<file path="src/rtl/neuron_accumulator_pkg.sv">
// Shared definitions for the dense-layer output stage.
//   DATA_WIDTH_DEFAULT : default width of activations, weights, sums and outputs
//   count_width()      : bits needed for a 0..n-1 counter (never less than 1)
//   relu_clamp()       : decides from the sum's sign bit whether ReLU forces 0
package neuron_accumulator_pkg;

    localparam int unsigned DATA_WIDTH_DEFAULT = 32;

    function automatic int unsigned count_width(input int unsigned n);
        return (n <= 1) ? 1 : $clog2(n);
    endfunction

    // Takes only the sign bit, so it serves any data width.
    function automatic logic relu_clamp(input logic msb, input logic relu_on);
        return relu_on & msb;
    endfunction

endpackage

</file>
<file path="src/rtl/neuron_accumulator_mac.sv">
// Combinational multiply-accumulate step.
//   activation  : signed activation
//   weight      : signed weight
//   accumulator : running sum of the current neuron
//   sum         : accumulator + low DATA_WIDTH bits of activation*weight (wraps)
module neuron_mac
    import neuron_accumulator_pkg::*;
#(
    parameter int unsigned DATA_WIDTH = DATA_WIDTH_DEFAULT
) (
    input  logic signed [DATA_WIDTH-1:0] activation,
    input  logic signed [DATA_WIDTH-1:0] weight,
    input  logic signed [DATA_WIDTH-1:0] accumulator,
    output logic signed [DATA_WIDTH-1:0] sum
);

    logic signed [DATA_WIDTH-1:0] product;

    // A DATA_WIDTH-wide result keeps exactly the low bits of the full product.
    always_comb begin
        product = activation * weight;
        sum     = accumulator + product;
    end

endmodule

</file>
<file path="src/rtl/neuron_accumulator.sv">
// Dense-layer output stage feeding the argmax cell.
//   clk           : system clock, rising edge
//   reset_n       : asynchronous active-low reset
//   input_data    : signed activation
//   input_weight  : signed weight
//   input_enable  : pair valid this cycle
//   input_clear   : synchronous abort of the current inference (wins over enable)
//   output_index  : neuron number of the emitted value
//   output_value  : neuron sum, clamped at 0 when RELU=1
//   output_enable : one-cycle strobe, index/value valid while high
module neuron_accumulator
    import neuron_accumulator_pkg::*;
#(
    parameter int unsigned DATA_WIDTH    = DATA_WIDTH_DEFAULT,
    parameter int unsigned INPUT_AMOUNT  = 4,
    parameter int unsigned NEURON_AMOUNT = 2,
    parameter int unsigned RELU          = 1
) (
    input  logic                  clk,
    input  logic                  reset_n,
    input  logic [DATA_WIDTH-1:0] input_data,
    input  logic [DATA_WIDTH-1:0] input_weight,
    input  logic                  input_enable,
    input  logic                  input_clear,
    output logic [DATA_WIDTH-1:0] output_index,
    output logic [DATA_WIDTH-1:0] output_value,
    output logic                  output_enable
);

    localparam int unsigned IW = count_width(INPUT_AMOUNT);
    localparam int unsigned NW = count_width(NEURON_AMOUNT);

    logic [DATA_WIDTH-1:0] accumulator;
    logic [DATA_WIDTH-1:0] sum;
    logic [DATA_WIDTH-1:0] relu_value;
    logic [IW-1:0]         input_count;
    logic [NW-1:0]         neuron_count;
    logic                  last_pair;
    logic                  last_neuron;

    neuron_mac #(
        .DATA_WIDTH (DATA_WIDTH)
    ) u_mac (
        .activation  (input_data),
        .weight      (input_weight),
        .accumulator (accumulator),
        .sum         (sum)
    );

    always_comb begin
        last_pair   = (input_count == IW'(INPUT_AMOUNT - 1));
        last_neuron = (neuron_count == NW'(NEURON_AMOUNT - 1));
        relu_value  = relu_clamp(sum[DATA_WIDTH-1], RELU != 0) ? '0 : sum;
    end

    always_ff @(posedge clk or negedge reset_n) begin
        if (!reset_n) begin
            accumulator   <= '0;
            input_count   <= '0;
            neuron_count  <= '0;
            output_index  <= '0;
            output_value  <= '0;
            output_enable <= 1'b0;
        end else if (input_clear) begin
            accumulator   <= '0;
            input_count   <= '0;
            neuron_count  <= '0;
            output_enable <= 1'b0;
        end else begin
            output_enable <= 1'b0;
            if (input_enable) begin
                if (last_pair) begin
                    output_value  <= relu_value;
                    output_index  <= DATA_WIDTH'(neuron_count);
                    output_enable <= 1'b1;
                    accumulator   <= '0;
                    input_count   <= '0;
                    neuron_count  <= last_neuron ? '0 : neuron_count + 1'b1;
                end else begin
                    accumulator <= sum;
                    input_count <= input_count + 1'b1;
                end
            end
        end
    end

endmodule

</file>
<file path="config.mk">
export PLATFORM = sky130hd
export DESIGN_NAME = neuron_accumulator
export DESIGN_NICKNAME = d
export VERILOG_FILES = /design/src/rtl/neuron_accumulator_pkg.sv /design/src/rtl/neuron_accumulator_mac.sv /design/src/rtl/neuron_accumulator.sv
export SDC_FILE = /design/constraint.sdc
export NUM_CORES = 1
export LEC_CHECK = 0
export CAP_MARGIN = 10
export CORE_MARGIN = 2
export CORE_UTILIZATION = 40
export DETAILED_ROUTE_END_ITERATION = 10
export DONT_BUFFER_PORTS = 1
export PLACE_DENSITY = 0.67
export REMOVE_ABC_BUFFERS = 1
export SLEW_MARGIN = 20
export SYNTH_ARGS = -nofsm -noshare
export SYNTH_HDL_FRONTEND = slang
export SYNTH_HIERARCHICAL = 1
export SYNTH_SLANG_ARGS = --single-unit
</file>
<file path="constraint.sdc">
create_clock -name clk -period 6.4 [get_ports clk]
set_clock_uncertainty 0.05 [all_clocks]
set_input_delay 0.96 -clock clk [delete_from_list [all_inputs] [get_ports clk]]
set_output_delay 0.96 -clock clk [all_outputs]
set_load 0.01 [all_outputs]
</file>
==> flow_summary.ini <==
[outcome]
violations = setup timing
run_status = finished, violations left

[clock_network]
cts.clk_slew.worst_paths_ns = 0.06
cts.sinks = 68
clockBufferDepth = 2
clk_latency_ns = 0.34
cts_tree = yes
holdBufCountCts = 0
cts_max_level = 3
cts_buffers = 9
root_buffer = clkbuf_16

[timing]
min_period_ns = 7.45
slew_violations = 0
fmax_mhz = 134
fin_ws_ns = -1.05
min_period_over_period = 1.16
tightestPinTransition_ns = 1.10
finalHoldViolations = 0
relSlewSlack = 0.265
rsz0062_at_grt = yes
finalSetupViolCount = 47

[routing]
drc_errors = 0
wire_per_inst_um = 19.6
drtIter0Drc = 900
wirelength_um = 57300
via_count = 14500
postRouteAntennaNets = 0
via_per_inst = 4.96
firstDrtPassIters = 7

[place]
dp_hpwl_um = 43600
place_congestion = 0.898
io_buffers = 0
place_inst = 2887

[critical_path]
timing.rr.start = accumulator[25]$_DFFE_PN0P_
cp_max_fo = 17
rr_worst_depth = 25
crit_slowest_cell = fa_1
critPathLaunchType = input port
crit_type = input port to flip-flop
endpoint = output_value[21]$_DFFE_PN0P_
reg2reg_to = output_value[21]$_DFFE_PN0P_
path_common_cell = fa_1
crit_arrival_ns = 7.63
worstPathRequired_ns = 6.58
critPathLaunch = input_weight[15]
reg2reg_slack_ns = -0.70
cp-end-kind = flip-flop
critPathMaxStageDelay_ns = 0.54

[floorplan]
rows = 83
dieWidth_um = 231
die_h_um = 231
pin_count = 133
core-area_mm2 = 0.0511
initial_core_util = 0.402
die-area_mm2 = 0.0532

[yosys]
async_reset_ff_frac = 1.00
ys_ff_latch = 68
synth_flop_cell = dfrtp_1
ys_seq_area_frac = 0.0828
synth_edf_count = 0
synthDistinctLibCells = 50
yosys_warnings = 6
syn_avg_cell_area_um2 = 9.22
syn_inst = 2230
synth_area_mm2 = 0.0206

[hold_path]
hold_class = input port to asynchronous set/reset pin

[final_layout]
area_growth_pct = 10.6
final_cell_mix = inv_1 (522), fa_1 (435), and2_1 (264)
num_antenna_cells = 0
instances_no_fill = 2920
final_net_count = 2894
layout_commonest_cell = inv_1
drive_gt1_frac = 0.125

[grt]
grt_pass1_vias = 16300
grt_max_degree = 70
antenna_found_initial = 1
grt_remaining_overflow = 0
grtUsageTotal = 0.222
grt_pass1_wl_um = 91200

[job]
drv_cap = 0
how the worst min path moves through the flow:
stage,start,endpoint,slack [ns],cells after the start
final,reset_n,output_value[24]$_DFFE_PN0P_,0.26,0
after detailed placement,last_neuron$_DFFE_PN0P_,output_index[0]$_DFFE_PN0P_,0.47,1
after floorplan,last_neuron$_DFFE_PN0P_,output_index[0]$_DFFE_PN0P_,0.43,1
after global placement,last_neuron$_DFFE_PN0P_,output_index[0]$_DFFE_PN0P_,0.45,1
after CTS,reset_n,accumulator[11]$_DFFE_PN0P_,0.25,0
after global routing,reset_n,accumulator[25]$_DFFE_PN0P_,0.25,0
worst max-delay path, delay by kind of cell:
family | cells | cell delay [ns]
xor gates and xnor gates | 1 | 0.16
and+or+nand+nor | 5 | 0.74
muxes | 1 | 0.25
adders and majority gates | 9 | 4.27
AOI/OAI and AO/OA | 3 | 0.65
buffers and inverters | 8 | 0.59
through the flow:
stage | setup TNS [ns] | setup slack, ns | cell area [um^2] | hold WS [ns] | util
floorplan | -67.36 | -1.93 | 20000 | 0.434 | -
global placement | -61.62 | -1.47 | 21500 | 0.446 | 0.421
detailed placement | -61.98 | -1.48 | 21500 | 0.468 | 0.421
CTS | -33.53 | -0.879 | 22300 | 0.248 | 0.436
global route | -49.79 | -1.27 | 22800 | 0.245 | 0.445
finish | -39.32 | -1.05 | 22800 | 0.256 | 0.445
flip-flops by register name (all words and copies together), names as in the netlist:
name / flops
output_enable: 1
output_index: 1
accumulator: 32
output_value: 31
last_neuron: 1
input_count: 2
timing repair:
item                       CTS  global route
gates cloned                 0             2
buffers inserted            10            10
resized for setup          100            80
setup endpoints to repair   48            51
pin swaps                   47            48
layer usage:
metal  wire [um]  up-vias  global-route usage  share of wire
met3        3670       73              0.0405          0.064
met1       24000     7621               0.292           0.42
met5           0        -                   0              0
met4        1520        0              0.0538          0.026
li1            -     6373                   -              -
met2       28000      409               0.379           0.49
final cells by class:
type                            instances  area [um^2]
Fill cell                            4797        28300
Multi-Input combinational cell       1517        17000
Inverter                              536         2010
Sequential cell                        68         1700
Timing Repair Buffer                  103          897
Tap cell                              680          851
Clock buffer                           12          236
Clock inverter                          4         26.3
Yosys cell counts (all sizes together), types with 3 or more instances:
cell,number,area share
a21oi,53,0.013
xnor2,74,0.032
buf,45,0.017
dfrtp,68,0.083
xor2,15,0.0064
and2,273,0.083
fa,438,0.43
o21ai,15,0.0040
o21bai,5,0.0018
nand2b,34,0.010
nor2,12,0.0022
a211oi,5,0.0018
nand3,3,0.00073
a21o,9,0.0033
nand2,267,0.049
inv,536,0.098
clkbuf,95,0.017
nor2b,36,0.011
o211ai,3,0.0011
nand3b,33,0.012
nor3,3,0.00073
and3,4,0.0012
mux2,32,0.023
ha,153,0.093
cell families (layout without fill, tap and decap cells):
logic type | count (synthesis) | after routing | share of synthesized area
flip-flops | 68 | 68 | 0.0828
adder cells (fa/ha/maj) | 591 | 591 | 0.520
other | 1 | 32 | 0.000182
AND/OR/NAND/NOR | 669 | 669 | 0.171
multiplexers | 33 | 33 | 0.0233
buffers and inverters | 676 | 655 | 0.132
XOR/XNOR | 89 | 89 | 0.0379
AO/OA/AOI/OAI | 103 | 103 | 0.0326
Power is not shown: default switching activity piles up to over one toggle a cycle in this logic, so the estimate is an artifact.
